--- src/rtl/xloader_pkg.sv ---
// Shared loader definitions: reboot FSM state encodings and default unlock key bytes.
// Latency: n/a (types and constants only).
// Backpressure: n/a.
package xloader_pkg;

  // Encoding is visible on the debug port, so the values are pinned explicitly.
  typedef enum logic [1:0] {
    ST_IDLE  = 2'd0,
    ST_ARMED = 2'd1,
    ST_DRAIN = 2'd2,
    ST_FIRE  = 2'd3
  } state_e;

  // Default unlock bytes; the host-side command tables use the same values.
  localparam logic [7:0] KEY0_DEFAULT = 8'h5A;
  localparam logic [7:0] KEY1_DEFAULT = 8'hA5;

  // Command bytes are only taken while the unlock sequence can still progress.
  function automatic logic cmd_accepting(input state_e s);
    return (s == ST_IDLE) || (s == ST_ARMED);
  endfunction

endpackage

--- src/rtl/reboot_timer.sv ---
// Saturating up-counter with synchronous clear/enable and an expiry flag at LIMIT-1.
// Latency: count updates one cycle after en; expired_o is decoded from the count register.
// Backpressure: none; clear has priority over enable, count sticks at LIMIT.
module reboot_timer #(
  parameter int LIMIT = 64,
  localparam int W = $clog2(LIMIT + 1)
) (
  input  logic clk,
  input  logic rst_n,
  input  logic clr,
  input  logic en,
  output logic expired_o
);

  localparam logic [W-1:0] LAST = W'(LIMIT - 1);
  localparam logic [W-1:0] MAX  = W'(LIMIT);

  logic [W-1:0] count_q, count_d;

  // Clear wins; otherwise count up and hold at MAX so the value never wraps.
  always_comb begin
    count_d = count_q;
    if (clr) begin
      count_d = '0;
    end else if (en && (count_q != MAX)) begin
      count_d = count_q + 1'b1;
    end
  end

  // Count register.
  always_ff @(posedge clk or negedge rst_n) begin
    if (!rst_n) begin
      count_q <= '0;
    end else begin
      count_q <= count_d;
    end
  end

  assign expired_o = (count_q >= LAST);

endmodule

--- src/rtl/reboot_ctrl.sv ---
// Key-protected reboot request: KEY0,KEY1 within ARM_TIMEOUT, then QUIET_CYCLES idle busy_in, then sticky reboot.
// Latency: state/reboot/abort registered; reboot rises 1+QUIET_CYCLES cycles after KEY1 when busy_in stays low.
// Backpressure: cmd_ready high only in IDLE/ARMED; REBOOT_CTRL_WDT_EN adds an idle watchdog that forces DRAIN.
module reboot_ctrl
  import xloader_pkg::*;
#(
  parameter logic [7:0] KEY0         = KEY0_DEFAULT,
  parameter logic [7:0] KEY1         = KEY1_DEFAULT,
  parameter int         ARM_TIMEOUT  = 1024,
  parameter int         QUIET_CYCLES = 64,
  parameter int         WDT_CYCLES   = 1 << 24
) (
  input  logic       clk,
  input  logic       rst_n,
  input  logic       cmd_valid,
  input  logic [7:0] cmd_data,
  output logic       cmd_ready,
  input  logic       busy_in,
  output logic       reboot,
  output logic       abort_o,
  output logic [1:0] state_o
);

  state_e state_q, state_d;
  logic   reboot_q, reboot_d;
  logic   abort_q, abort_d;
  logic   accept;
  logic   arm_expired;
  logic   quiet_expired;
  logic   wdt_fire;

  assign cmd_ready = cmd_accepting(state_q);
  assign accept    = cmd_valid & cmd_ready;

  // Arm window: runs only while ARMED; any accepted byte restarts it (a repeated KEY0 re-arms).
  reboot_timer #(.LIMIT(ARM_TIMEOUT)) u_arm_timer (
    .clk       (clk),
    .rst_n     (rst_n),
    .clr       ((state_q != ST_ARMED) | accept),
    .en        (state_q == ST_ARMED),
    .expired_o (arm_expired)
  );

  // Quiet window: any busy cycle in DRAIN restarts the full window.
  reboot_timer #(.LIMIT(QUIET_CYCLES)) u_quiet_timer (
    .clk       (clk),
    .rst_n     (rst_n),
    .clr       ((state_q != ST_DRAIN) | busy_in),
    .en        ((state_q == ST_DRAIN) & ~busy_in),
    .expired_o (quiet_expired)
  );

`ifdef REBOOT_CTRL_WDT_EN
  logic wdt_expired;

  // Idle watchdog: held at zero outside IDLE, restarted by every accepted byte.
  reboot_timer #(.LIMIT(WDT_CYCLES)) u_wdt_timer (
    .clk       (clk),
    .rst_n     (rst_n),
    .clr       ((state_q != ST_IDLE) | accept),
    .en        (state_q == ST_IDLE),
    .expired_o (wdt_expired)
  );

  // A byte arriving on the expiry cycle counts as activity and suppresses the forced reboot.
  assign wdt_fire = (state_q == ST_IDLE) & wdt_expired & ~accept;
`else
  logic wdt_unused;

  assign wdt_fire   = 1'b0;
  assign wdt_unused = (WDT_CYCLES == 0);
`endif

  // Next-state and output decode; KEY1 beats a coincident arm expiry.
  always_comb begin
    state_d = state_q;
    abort_d = 1'b0;
    case (state_q)
      ST_IDLE: begin
        if (accept && (cmd_data == KEY0)) begin
          state_d = ST_ARMED;
        end else if (wdt_fire) begin
          state_d = ST_DRAIN;
        end
      end
      ST_ARMED: begin
        if (accept) begin
          if (cmd_data == KEY1) begin
            state_d = ST_DRAIN;
          end else if (cmd_data != KEY0) begin
            state_d = ST_IDLE;
            abort_d = 1'b1;
          end
        end else if (arm_expired) begin
          state_d = ST_IDLE;
          abort_d = 1'b1;
        end
      end
      ST_DRAIN: begin
        if (!busy_in && quiet_expired) begin
          state_d = ST_FIRE;
        end
      end
      ST_FIRE: begin
        state_d = ST_FIRE;
      end
      default: begin
        state_d = ST_IDLE;
      end
    endcase
    reboot_d = reboot_q | (state_d == ST_FIRE);
  end

  // FSM state and registered outputs; reset drops reboot immediately.
  always_ff @(posedge clk or negedge rst_n) begin
    if (!rst_n) begin
      state_q  <= ST_IDLE;
      reboot_q <= 1'b0;
      abort_q  <= 1'b0;
    end else begin
      state_q  <= state_d;
      reboot_q <= reboot_d;
      abort_q  <= abort_d;
    end
  end

  assign reboot  = reboot_q;
  assign abort_o = abort_q;
  assign state_o = state_q;

endmodule
--- config.mk ---
export PLATFORM = sky130hd
export DESIGN_NAME = reboot_ctrl
export DESIGN_NICKNAME = d
export VERILOG_FILES = /design/src/rtl/xloader_pkg.sv /design/src/rtl/reboot_timer.sv /design/src/rtl/reboot_ctrl.sv
export SDC_FILE = /design/constraint.sdc
export NUM_CORES = 1
export LEC_CHECK = 0
export ABC_AREA = 1
export BUFFER_PORTS_ARGS = -buffer_cell sky130_fd_sc_hd__buf_4
export CAP_MARGIN = 20
export CORE_ASPECT_RATIO = 1.25
export CORE_MARGIN = 2
export CORE_UTILIZATION = 58
export CTS_BUF_LIST = sky130_fd_sc_hd__clkbuf_8
export DETAILED_ROUTE_END_ITERATION = 10
export PLACE_DENSITY = 0.8
export SETUP_SLACK_MARGIN = 0.1
export SYNTH_ARGS = -nofsm -noshare
export SYNTH_HDL_FRONTEND = slang
export SYNTH_SLANG_ARGS = --single-unit
export TNS_END_PERCENT = 50
--- constraint.sdc ---
create_clock -name clk -period 1.6 [get_ports clk]
set_clock_uncertainty 0.05 [all_clocks]
set_input_delay 0.08 -clock clk [delete_from_list [all_inputs] [get_ports clk]]
set_output_delay 0.08 -clock clk [all_outputs]
set_load 0.1 [all_outputs]
Word level (Yosys, flattened, before mapping). Index checks and enable logic that the tools add are counted.

Flip-flop bits (word level): 22. Output and inout port bits: 5. Logic and storage cells: 51.

Reductions and logical operators: 9. Add/subtract/negate cells: 2. Bitwise gates (word level): 6. Multiplexer cells: 16. Equal/unequal tests: 11. Order comparisons: 2.

Operator list (count): 11-bit 2-to-1 mux (2); 7-bit 2-to-1 mux (2); 2-bit 2-to-1 mux (6); 11-bit by 1-bit adder with 11-bit output, second input constant (1); 11-bit by 10-bit greater-or-equal comparator with 1-bit output, second input constant (1); 11-bit inequality test, second input constant (1); 8-bit by 7-bit == test with 1-bit output, second input constant (1); 8-bit == test, second input constant (1); 8-bit by 7-bit inequality test with 1-bit output, second input constant (1); 2-bit one-hot mux with 4 select lines (1); 7-bit by 1-bit adder with 7-bit output, second input constant (1); 7-bit by 6-bit greater-or-equal comparator with 1-bit output, second input constant (1); 7-bit inequality test, second input constant (1); 2-bit == test, second input constant (3); 1-bit 2-to-1 mux (5); 1-bit logical AND (4); 2-bit nonzero test (2); 1-bit OR (3); 1-bit bitwise AND (2); 2-bit by 1-bit == test with 1-bit output, second input constant (1); 2-bit zero test (1); 2-bit by 1-bit inequality test with 1-bit output, second input constant (1); 2-bit inequality test, second input constant (1); 1-bit zero test (1); 2 further kinds (2).

Longest topological paths before layout. Gate-level depths: netlist of run 1.

Depth in word-level cells: 8. Gate-level depth with buffers: 8.

Hierarchy. A second synthesis of run 1 with hierarchy kept.

Cell total of the unflattened synthesis: 231. Area, all modules: 1591.5 sq um.

Modules (own cells, without submodules): reboot_timer at u_arm_timer (seq. area each 275.3 sq um, cells an instance 121, times used 1, area an instance 828.3 sq um); reboot_timer at u_quiet_timer (seq. area each 175.2 sq um, cells an instance 63, times used 1, area an instance 462.9 sq um); reboot_ctrl (seq. area each 100.1 sq um, cells an instance 47, times used 1, area an instance 300.3 sq um).

Least setup slack after synthesis of run 1. No wires, ideal clock.

Kind: register to register. Start point: register state_q[1] (netlist: state_o[1]). End point: register u_quiet_timer.count_q[6]. Arrival: 2.117 ns. Path slack: -0.640 ns. Data required time: 1.477 ns. Cell stages (with the launch flop): 6. Period minus slack after synthesis: 2.240 ns. Path through: dfrtp_1 > inv_2 > nor3_4 > inv_2 > nor2_1 > a21boi_2.

Word-level cells in the longest chain between the ends: 4.

Ends and longest elaborated chain: start, declared (RTL line reboot_ctrl.sv:24) `state_e state_q, state_d;`; start signal, assigned (RTL line reboot_ctrl.sv:121) `state_q <= state_d;`; 2-bit == test (RTL line reboot_ctrl.sv:49) `.en ((state_q == ST_DRAIN) & ~busy_in),`; 1-bit bitwise AND (RTL line reboot_ctrl.sv:49); 1-bit logical AND (RTL line reboot_timer.sv:25) `end else if (en && (count_q != MAX)) begin`; 2-bit nonzero test (no line); end signal, assigned (RTL line reboot_timer.sv:35) `count_q <= count_d;`; end, declared (RTL line reboot_timer.sv:18) `logic [W-1:0] count_q, count_d;`.

Parallel ways exist; a longest one is shown, timed or not. A chain may end at the register's enable or synchronous reset.

Worst setup path in the final report of run 1.
Start point: register u_arm_timer.count_q[1]. End point: register state_q[0] (netlist: state_o[0]).

Word-level cells in the longest chain between the ends: 4.

Ends and longest elaborated chain: start, declared (RTL line reboot_timer.sv:18); start signal, assigned (RTL line reboot_timer.sv:35); 11-bit by 10-bit greater-or-equal comparator with 1-bit output (RTL line reboot_timer.sv:39) `assign expired_o = (count_q >= LAST);`; 2-bit 2-to-1 mux (RTL line reboot_ctrl.sv:94) `end else if (arm_expired) begin`; 2-bit 2-to-1 mux (RTL line reboot_ctrl.sv:87) `if (accept) begin`; 2-bit one-hot mux with 4 select lines (RTL line reboot_ctrl.sv:78) `case (state_q)`; net state_d[0] (RTL line reboot_ctrl.sv:24).

The timed path passes the listed nets, and every way through them passes these cells.

==> results of run 1 <==
-- where the power goes --
| part | total [mW] | leakage, nW | switching [mW] | internal (mW) |
|---|---|---|---|---|
| clock network | 0.382 | 0.0288 | 0.164 | 0.219 |
| logic | 0.0790 | 0.357 | 0.0483 | 0.0307 |
| registers | 0.567 | 0.293 | 0.00663 | 0.560 |
| total | 1.03 | 0.678 | 0.218 | 0.809 |
-- registers in the layout, summed over array words and instances (netlist names) --
signal,count
abort_o,1
reboot,1
state_o,2
u_arm_timer.count_q,11
u_quiet_timer.count_q,7
-- through the flow --
stage	setup slack, ps	hold WS (ps)	std cells	instance area (sq um)	utilization (%)
floorplan	108	-266	158	1240	-
global placement	278	-71.8	194	1390	69.9
detailed placement	238	-68.9	194	1390	69.9
CTS	210	65.8	199	1450	73.2
global route	39.5	76.9	199	1460	73.5
finish	185	72.0	199	1460	73.5
-- final cells by class --
class | instances | area (sq um) | share of cell area, %
tap | 20 | 25.0 | 1.72
clock buffer | 4 | 55.1 | 3.78
inverter | 24 | 103 | 7.04
timing repair buffer | 17 | 130 | 8.93
multi-input combinational | 112 | 589 | 40.4
sequential | 22 | 556 | 38.1
-- repair_timing --
item                                    CTS  global route
endpoints found under the hold margin    22             0
hold buffers                              1             0
endpoints found under the setup margin    0             4
resized for setup                         0             2
-- routing by layer --
metal  up-vias  global-route usage [%]
met4         0                    7.56
li1        550                       -
met1       533                    26.9
met2        15                    42.9
met5         -                       0
met3         6                    3.27
-- placed cells by master (no fill, tap or decap) --
cell           Yosys  routed
inv_1             20      20
nand3b_1           1       1
xor2_1             2       2
inv_12             0       1
o31ai_1            1       1
dlygate4sd3_1      0       1
a21oi_1            8       8
nor3_4             1       1
dfrtp_4            0       1
buf_4              0      16
o21ai_1            4       4
nor2_1            27      26
xnor2_1            1       1
nor2_2             1       2
dfrtp_1           22      20
ha_1               4       4
dfrtp_2            0       1
nand3_1           11      11
nor2_4             1       1
nor3_2             1       2
a31oi_1            1       1
a21boi_2           1       1
nor3b_2            1       1
o21ai_0            5       5
clkbuf_8           0       4
nand2_1           30      30
inv_2              4       3
nor3_1             7       6
nor3b_1            2       2
nand4_1            2       2
-- critical path: cells and delay by family, from the launching register on --
family | cells | cell delay [ps]
AOI/OAI and AO/OA | 1 | 70
adders and majority gates | 1 | 200
DFF | 1 | 390
and+or+nand+nor | 6 | 590
-- logic make-up after synthesis --
group	count (synthesis)	synth area share, %
xor gates and xnor gates	3	2.15
and+or+nand+nor	85	32.3
buffers and inverters	24	7.37
DFF	22	45.0
AOI/OAI and AO/OA	20	9.01
adders and majority gates	4	4.09
-- path summary, 6_finish.rpt --
path	startpoint	to	slack [ps]	depth (start not counted)
max	u_arm_timer.count_q[1]$_DFFE_PN0P_	state_o[0]$_DFF_PN0_	190	8
min	cmd_valid	u_arm_timer.count_q[6]$_DFFE_PN0P_	70	4
max reg2reg	u_arm_timer.count_q[1]$_DFFE_PN0P_	state_o[0]$_DFF_PN0_	190	8
min reg2reg	reboot$_DFF_PN0_	reboot$_DFF_PN0_	450	1
max in group asynchronous	rst_n	state_o[1]$_DFF_PN0_	1050	2
min in group asynchronous	rst_n	u_quiet_timer.count_q[2]$_DFFE_PN0P_	200	2
==> summary.md, run 1 <==
| Metric | Value |
|---|---|
| Crit-path most repeated cell | nand2_1 |
| Headroom to the max-slew limit | roughly 80% |
| Synth top area cells | dfrtp_1 45%, nand2_1 9.2%, nor2_1 8.3%, inv_1 6.1%, nand3_1 4.5% |
| Clk Latency, worst-skew pair | 250 ps |
| Final Max Slew Viols | 0 |
| RSZ-0062 raised after global routing | yes |
| H-tree lvl count | 1 |
| Status | finished, final reports clean |
| Slowest-stage cell, CP | dfrtp_1 |
| Largest net degree at the start of global routing | 23 |
| CTS root buf | clkbuf_8 |
| Leakage | around 0.68 nW |
| Gate Count Post-Synth | around 160 |
| Layout Nets | 196 |
| Max FO, Critical Path | 4 |
| Area growth syn-to-layout | 19.2% |
| Synth area leader | dfrtp_1 |
| Vias in the first global route | 1,104 |
| I/O Pins | 17 |
| Crit. End Element | flop |
| Post-layout minimum cycle time | between 1000 and 1500 ps |
| Top cells by count, synth | 30 x nand2_1, 27 x nor2_1, 22 x dfrtp_1, 20 x inv_1, 11 x nand3_1 |
| Die height | 55.3 microns |
| Max stage delay on crit path | 390 ps |
| Synth cell types | 24 |
| Synthesized flop and latch total | 22 |
| Most common cell in the netlist | nand2_1 |
| Synth top area share | 45.0% |
| Peak Freq | 0.707 GHz |
| DRT Wirelength | between 2000 and 3000 microns |
| VDD IR max | 0.671 mV |
| Maxcap violations | 0 |
| CTS Buf Count | 3 |
| Total track usage | 23.6% |
| Avg Inst Size Synth | 7.74 sq um |
| Core Region | 0.00198 sq mm |
| Via-per-instance ratio | roughly 5.5 |
| DR pass1 iterations | 4 |
| Top FF cell, synth | dfrtp_1 |
| Total negative slack | 0 ps |
| Part of the Yosys area used for sequential elements | 45.0% |
| Final setup viols | 0 |
| Antenna diodes | 0 |
| Initial Utilization | between 60% and 70% |
| Yosys warning count | 0 |
| Met3 WL post-DR | 52 microns |
| Initial antenna violation count | 0 |
| Met1 WL | 1020 microns |
| Die area | around 0.0025 sq mm |
| Share of flip-flops with an asynchronous set or reset | 100% |
| Total chip power | between 1 and 1.5 mW |
| DR iter-0 viols | 24 |
| Die W | 45.1 microns |
| Mapped Nets | 174 |
| Startpoint class of the critical path | flop |
| Setup Buffers After CTS | 0 |
| First-pass GRT wire length | approximately 4500 microns |
| Final Hold Vio Count | 0 |
| Worst Tran Pin Value | 324 ps |
| Layout cells sized above 1 | approximately a fifth |
| Final antenna-violating net count | 0 |
| Drc violations | 0 |
| Detail Placement HPWL | 2020 microns |
| CP cell instances | ha_1 > nand3_1 > nor2_2 > nand2_1 > nand2_1 > o21ai_1 > nand2_1 > nand2_1 |
| CTS sink count | 22 |
| Synthesized cell area | 0.00122 sq mm |
| Clk slew on worst S/H paths | 70 ps |
| Filler cells | between 100 and 150 |
| Rows | 18 |
| Final worst-path cycle share | between 80% and 90% |
| Post-synth EDFFs | 0 |
| P per Cell Area | about 700 mW/mm^2 |
| Met2 routed wirelength | about 1600 microns |
| Via Count | 1,104 |
| PortBufs | 16 |
| TritonCTS clock tree | built |
| Top Metal Used | met4 |
| Hold Path Class | in -> reg |
| WL/cell | roughly 13 microns |
| Crit path arrival time | 1510 ps |
| Required @ worst endpoint | 1700 ps |
| Worst-case clock buffer depth | 2 |
| WS Path Type | reg -> reg |
| GP Congestion | 0.847 |
| Global route overflow | 0 |
Note: power is estimated with default switching activity, not from simulation.
==> inputs of run 2 (changes only) <==
Settings changed: BUFFER_PORTS_ARGS -buffer_cell sky130_fd_sc_hd__buf_4 to unset, CORE_UTILIZATION 58 to 60, DONT_BUFFER_PORTS set to 1, PLACE_DENSITY 0.8 to 0.76.
==> run 2 against run 1 <==
Compared with the run above: die area down 3.1%; routed wire length shrank 8.8%; critical path depth unchanged; sequential share of layout area rose by 0.60 points; combinational power fell by 11%; critical path type unchanged; largest cell class unchanged; largest power group unchanged.
==> summary.md, run 2 (same netlist as run 1, synthesis figures left out) <==
| Metric | Value |
|---|---|
| CTS Buf Count | 3 (unchanged) |
| Maxcap violations | 0 (unchanged) |
| Met2 routed wirelength | 1280 microns (was 1550 microns) |
| Final setup viols | 0 (unchanged) |
| Drc violations | 0 (unchanged) |
| Peak Freq | 0.718 GHz (was 0.707 GHz) |
| Worst-case clock buffer depth | 2 (unchanged) |
| Max FO, Critical Path | 4 (unchanged) |
| Final worst-path cycle share | 87.1% (was 88.4%) |
| Die W | 44.4 microns (was 45.1 microns) |
| Initial Utilization | 62.4% (was 61.7%) |
| Worst Tran Pin Value | 515 ps (was 324 ps) |
| Leakage | 0.653 nW (was 0.678 nW) |
| RSZ-0062 raised after global routing | yes (unchanged) |
| DR iter-0 viols | 24 (unchanged) |
| I/O Pins | 17 (unchanged) |
| Max FFs per register | 11 (unchanged) |
| Clk Latency, worst-skew pair | 270 ps (was 250 ps) |
| Crit path arrival time | 1510 ps (about the same) |
| First-pass GRT wire length | 3690 microns (was 4510 microns) |
| DR pass1 iterations | 4 (unchanged) |
| Status | finished, final reports clean (unchanged) |
| Placed cell areas | 0.00130 sq mm (was 0.00139 sq mm) |
| Core Region | 0.00196 sq mm (was 0.00198 sq mm) |
| Top Metal Used | met4 (unchanged) |
| Global route overflow | 0 (unchanged) |
| WL/cell | 12.5 microns (was 13.4 microns) |
| Area growth syn-to-layout | 17.4% (was 19.2%) |
| Initial antenna violation count | 0 (unchanged) |
| Die area | 0.00242 sq mm (was 0.00249 sq mm) |
| Via Count | 1,051 (was 1,104) |
| Commonest non-fill, non-tap cell in the layout | nand2_1 (unchanged) |
| Crit. End Element | flop (unchanged) |
| WS Path Type | reg -> reg (unchanged) |
| Setup Buffers After CTS | 0 (unchanged) |
| PortBufs | 0 (was 16) |
| Vias in the first global route | 948 (was 1,104) |
| Top reg by flops | u_arm_timer.count_q (unchanged) |
| Headroom to the max-slew limit | 65.5% (was 78.3%) |
| Clk slew on worst S/H paths | 80 ps (was 70 ps) |
| Via-per-instance ratio | 5.42 (was 5.55) |
| CTS sink count | 22 (unchanged) |
| Rows | 18 (unchanged) |
| Filler cells | 147 (was 142) |
| Final Cell Area | 0.00144 sq mm (was 0.00146 sq mm) |
| GP Congestion | 0.876 (was 0.847) |
| Layout cells sized above 1 | 13.2% (was 19.0%) |
| CTS root buf | clkbuf_8 (unchanged) |
| DRT Wirelength | 2430 microns (was 2670 microns) |
| H-tree lvl count | 1 (unchanged) |
| Met3 WL post-DR | 83 microns (was 52 microns) |
| Total negative slack | 0 ps (unchanged) |
| Antenna diodes | 0 (unchanged) |
| TritonCTS clock tree | built (unchanged) |
| Commonest cells after routing, fill and taps aside | 30 x nand2_1, 26 x nor2_1, 20 x inv_1, 20 x dfrtp_1, 11 x nand3_1 (was 30 x nand2_1, 26 x nor2_1, 20 x inv_1, 20 x dfrtp_1, 16 x buf_4) |
| Final Hold Vio Count | 0 (unchanged) |
| Met1 WL | 1020 microns (about the same) |
| Post-layout minimum cycle time | 1390 ps (was 1410 ps) |
| Hold Path Class | in -> reg (unchanged) |
| Startpoint class of the critical path | flop (unchanged) |
| Die height | 54.5 microns (was 55.3 microns) |
| Largest net degree at the start of global routing | 23 (unchanged) |
| Final antenna-violating net count | 0 (unchanged) |
| P per Cell Area | 728 mW/mm^2 (was 705 mW/mm^2) |
| Final Max Slew Viols | 0 (unchanged) |
| VDD IR max | 0.737 mV (was 0.671 mV) |
| Required @ worst endpoint | 1720 ps (was 1700 ps) |
| Layout Nets | 191 (was 196) |
| Detail Placement HPWL | 1790 microns (was 2020 microns) |
| Total track usage | 21.4% (was 23.6%) |
run 2: where the power goes:
part	internal [mW]	switching, mW	total (mW)	leakage (nW)
Combinational	0.0252	0.0450	0.0702	0.332
Sequential	0.560	0.00546	0.565	0.293
Clock	0.220	0.189	0.409	0.0288
Total	0.805	0.239	1.04	0.653
run 2: final timing paths:
| check | slack, ps | depth (start not counted) | end | startpoint |
|---|---|---|---|---|
| max in group asynchronous | 860 | 2 | state_o[1]$_DFF_PN0_ | rst_n |
| worst min-delay path | 20 | 4 | state_o[1]$_DFF_PN0_ | cmd_data[0] |
| min in group asynchronous | 170 | 1 | u_arm_timer.count_q[9]$_DFFE_PN0P_ | rst_n |
| worst max register to register | 210 | 8 | state_o[0]$_DFF_PN0_ | u_arm_timer.count_q[0]$_DFFE_PN0P_ |
| worst min register to register | 430 | 1 | reboot$_DFF_PN0_ | reboot$_DFF_PN0_ |
| worst max-delay path | 210 | 8 | state_o[0]$_DFF_PN0_ | u_arm_timer.count_q[0]$_DFFE_PN0P_ |
run 2: routing by layer:
metal | vias to the layer above | GRT usage (%)
li1 | 538 | -
met1 | 485 | 24.3
met2 | 23 | 37.5
met3 | 5 | 4.29
met4 | 0 | 11.6
met5 | - | 0
run 2: final cells by class:
| class | instances | area [sq um] | share of cell area [%] |
|---|---|---|---|
| clock buffer | 4 | 55.1 | 3.84 |
| timing repair buffer | 12 | 113 | 7.85 |
| tap | 20 | 25.0 | 1.74 |
| multi-input combinational | 112 | 584 | 40.7 |
| sequential | 22 | 556 | 38.7 |
| inverter | 24 | 103 | 7.15 |
run 2: critical path, stage by stage (launching register included):
cell     delay, ps
dfrtp_1        400
ha_1           200
nand3_1        100
nor2_1         160
nand2_1         90
nand2_1        100
o21ai_1         70
nand2_1         60
nand2_1         40
run 2: stage by stage:
| step | hold slack (ps) | util, % | total power [mW] | std cells | setup slack, ps |
|---|---|---|---|---|---|
| floorplan | -266 | - | 0.610 | 158 | 108 |
| global placement | -265 | 66.5 | 0.617 | 183 | 282 |
| global route | 51.3 | 73.2 | 1.07 | 194 | 98.7 |
| CTS | 12.1 | 72.3 | 1.05 | 193 | 210 |
| finish | 18.4 | 73.2 | 1.04 | 194 | 207 |
| detailed placement | -265 | 66.5 | 0.619 | 183 | 225 |
run 2: timing repair:
action / CTS / global route
gates resized for setup: 0 / 1
hold buffers: 6 / 0
setup endpoints to repair: 0 / 2
endpoints found under the hold margin: 40 / 0
==> inputs of run 3 (changes only) <==
==> constraint.sdc (replaced) <==
create_clock -name clk -period 1.6 [get_ports clk]
set_clock_uncertainty 0.05 [all_clocks]
set_input_delay 0 -clock clk [delete_from_list [all_inputs] [get_ports clk]]
set_output_delay 0 -clock clk [all_outputs]
set_load 0.1 [all_outputs]
==> run 3 against run 2 <==
Compared with the run above: die area unchanged; routed wire length increased by 1.4%; count of clock-buffer cells in the layout unchanged; largest cell class unchanged; non-clock buffer count increased by 1; critical path depth decreased by 2; via count increased by 2.1%; maximum frequency decreased by 3.0%; worst hold slack improved by 41 ps.
==> summary.md, run 3 (same netlist as run 1, synthesis figures left out) <==
| Metric | Value |
|---|---|
| Core Region | 0.00196 sq mm (unchanged) |
| Status | finished, final reports clean (unchanged) |
| Antenna diodes | 0 (unchanged) |
| I/O Pins | 17 (unchanged) |
| Max FFs per register | 11 (unchanged) |
| Required @ worst endpoint | 1720 ps (about the same) |
| Fin cells | 195 (was 194) |
| P_sw | 0.242 mW (was 0.239 mW) |
| Startpoint class of the critical path | input pin (was flop) |
| Setup Buffers After CTS | 0 (unchanged) |
| Leakage | 0.663 nW (was 0.653 nW) |
| Top reg by flops | u_arm_timer.count_q (unchanged) |
| Die height | 54.5 microns (unchanged) |
| End-of-flow core utilization | 73.9% (was 73.2%) |
| Combinational Power Share | 6.7% (about the same) |
| CTS Buf Count | 3 (unchanged) |
| Crit path arrival time | 1550 ps (was 1510 ps) |
| Final worst-path cycle share | 89.7% (was 87.1%) |
| WL/cell | 12.6 microns (was 12.5 microns) |
| Largest net degree at the start of global routing | 23 (unchanged) |
| Peak Freq | 0.697 GHz (was 0.718 GHz) |
| Layout cells sized above 1 | 13.1% (was 13.2%) |
| VDD IR max | 0.742 mV (was 0.737 mV) |
| CTS root buf | clkbuf_8 (unchanged) |
| Worst-case clock buffer depth | 2 (unchanged) |
| Hold EP | state_o[0]$_DFF_PN0_ (was state_o[1]$_DFF_PN0_) |
| Reg-to-Reg End | state_o[0]$_DFF_PN0_ (unchanged) |
| DRT Wirelength | 2460 microns (was 2430 microns) |
| Die W | 44.4 microns (unchanged) |
| Crit. End Element | flop (unchanged) |
| Maxcap violations | 0 (unchanged) |
| Pint | 0.805 mW (about the same) |
| DR pass1 iterations | 4 (unchanged) |
| Area growth syn-to-layout | 18.4% (was 17.4%) |
| Initial Utilization | 62.4% (unchanged) |
| Post-layout minimum cycle time | 1440 ps (was 1390 ps) |
| P per Cell Area | 723 mW/mm^2 (was 728 mW/mm^2) |
| Hold Path Class | in -> reg (unchanged) |
| Global route overflow | 0 (unchanged) |
| Placed Cells | 183 (unchanged) |
| Headroom to the max-slew limit | 65.4% (was 65.5%) |
| TritonCTS clock tree | built (unchanged) |
| Total chip power | 1.05 mW (was 1.04 mW) |
| Rows | 18 (unchanged) |
| Via-per-instance ratio | 5.50 (was 5.42) |
| First-pass GRT wire length | 3840 microns (was 3690 microns) |
| Depth of the worst register-to-register path | 8 (unchanged) |
| Hold path startpoint | cmd_data[0] (unchanged) |
| Max FO, Critical Path | 2 (was 4) |
| Final antenna-violating net count | 0 (unchanged) |
| Final setup viols | 0 (unchanged) |
| Final Hold Vio Count | 0 (unchanged) |
| Vias in the first global route | 981 (was 948) |
| Drc violations | 0 (unchanged) |
| CTS sink count | 22 (unchanged) |
| R2R Setup Slk | 200 ps (was 210 ps) |
| Final Max Slew Viols | 0 (unchanged) |
| Hold depth | 5 (was 4) |
| Via Count | 1,073 (was 1,051) |
| Register share of total power | 54.0% (was 54.1%) |
| Clk slew on worst S/H paths | 80 ps (about the same) |
| Commonest cells after routing, fill and taps aside | 30 x nand2_1, 27 x nor2_1, 20 x inv_1, 20 x dfrtp_1, 11 x nand3_1 (was 30 x nand2_1, 26 x nor2_1, 20 x inv_1, 20 x dfrtp_1, 11 x nand3_1) |
| Critical R2R Launch | u_arm_timer.count_q[0]$_DFFE_PN0P_ (unchanged) |
| RSZ-0062 raised after global routing | yes (unchanged) |
| Layout Nets | 192 (was 191) |
| Worst hold slack | 59.5 ps (was 18.4 ps) |
| DR iter-0 viols | 15 (was 24) |
| Detail Placement HPWL | 1790 microns (unchanged) |
| H-tree lvl count | 1 (unchanged) |
| GP Congestion | 0.876 (unchanged) |
| Clock power share | 39.2% (was 39.1%) |
| PortBufs | 0 (unchanged) |
| Filler cells | 143 (was 147) |
| Total track usage | 22.1% (was 21.4%) |
| Clk Latency, worst-skew pair | 270 ps (about the same) |
| WS Path Type | in -> reg (was reg -> reg) |
| Worst Tran Pin Value | 517 ps (was 515 ps) |
| Total negative slack | 0 ps (unchanged) |
| Commonest non-fill, non-tap cell in the layout | nand2_1 (unchanged) |
| Switch share | 23.1% (was 22.9%) |
| Initial antenna violation count | 0 (unchanged) |
| Die area | 0.00242 sq mm (unchanged) |
run 3: cell count changes in the layout (fill, tap and decap cells not counted):
cell and delta:
dlygate4sd3_1 +1, o31ai_1 -1, o31ai_2 +1, nor2_1 +1, nor2_2 -1
run 3: routing by layer:
layer | global-route usage, % | wire length, microns | part of all wire (%)
met4 | 11.6 | 48 | 1.9
met3 | 4.29 | 61 | 2.5
met2 | 39.2 | 1310 | 53
met5 | 0 | 0 | 0
met1 | 25.1 | 1040 | 42
run 3: critical path: stages:
cell and delay [ps]:
dlygate4sd3_1 550, nor3_1 160, dlygate4sd3_1 580, nand2_1 90, nor2_1 120, nor3_2 60
run 3: timing repair:
action	in CTS	in global routing
hold buffers	7	0
hold endpoints to repair	42	0
gates resized for setup	0	1
setup endpoints to repair	0	3
run 3: worst max-delay path by stage:
stage	start	end	slack (ps)
after floorplan	state_o[1]$_DFF_PN0_	u_arm_timer.count_q[2]$_DFFE_PN0P_	110
after CTS	cmd_data[3]	state_o[1]$_DFF_PN0_	200
final	cmd_data[6]	abort_o$_DFF_PN0_	160
after detailed placement	u_quiet_timer.count_q[1]$_DFFE_PN0P_	u_quiet_timer.count_q[6]$_DFFE_PN0P_	220
after global placement	u_quiet_timer.count_q[0]$_DFFE_PN0P_	u_quiet_timer.count_q[6]$_DFFE_PN0P_	280
after global routing	u_quiet_timer.count_q[0]$_DFFE_PN0P_	u_quiet_timer.count_q[6]$_DFFE_PN0P_	100
run 3: power groups by stage:
stage	logic (mW)	clock network, mW	registers (mW)
6_report	0.0705	0.411	0.566
5_1_grt	0.0785	0.431	0.566
4_1_cts	0.0663	0.414	0.565
3_5_place_dp	0.0421	0	0.577
3_3_place_gp	0.0408	0	0.577
2_1_floorplan	0.0205	0	0.590
run 3: per-stage QoR:
step,worst slack (ps),area (sq um)
2_1_floorplan,108,1240
3_3_place_gp,282,1300
3_5_place_dp,225,1300
4_1_cts,196,1430
5_1_grt,96.2,1450
6_report,164,1450
run 3: area by class of cell:
| type | instances | area, sq um | area share, % |
|---|---|---|---|
| multi-input combinational | 112 | 587 | 40.5 |
| sequential | 22 | 556 | 38.4 |
| timing repair buffer | 13 | 123 | 8.47 |
| inverter | 24 | 103 | 7.09 |
| clock buffer | 4 | 55.1 | 3.80 |
| tap | 20 | 25.0 | 1.73 |
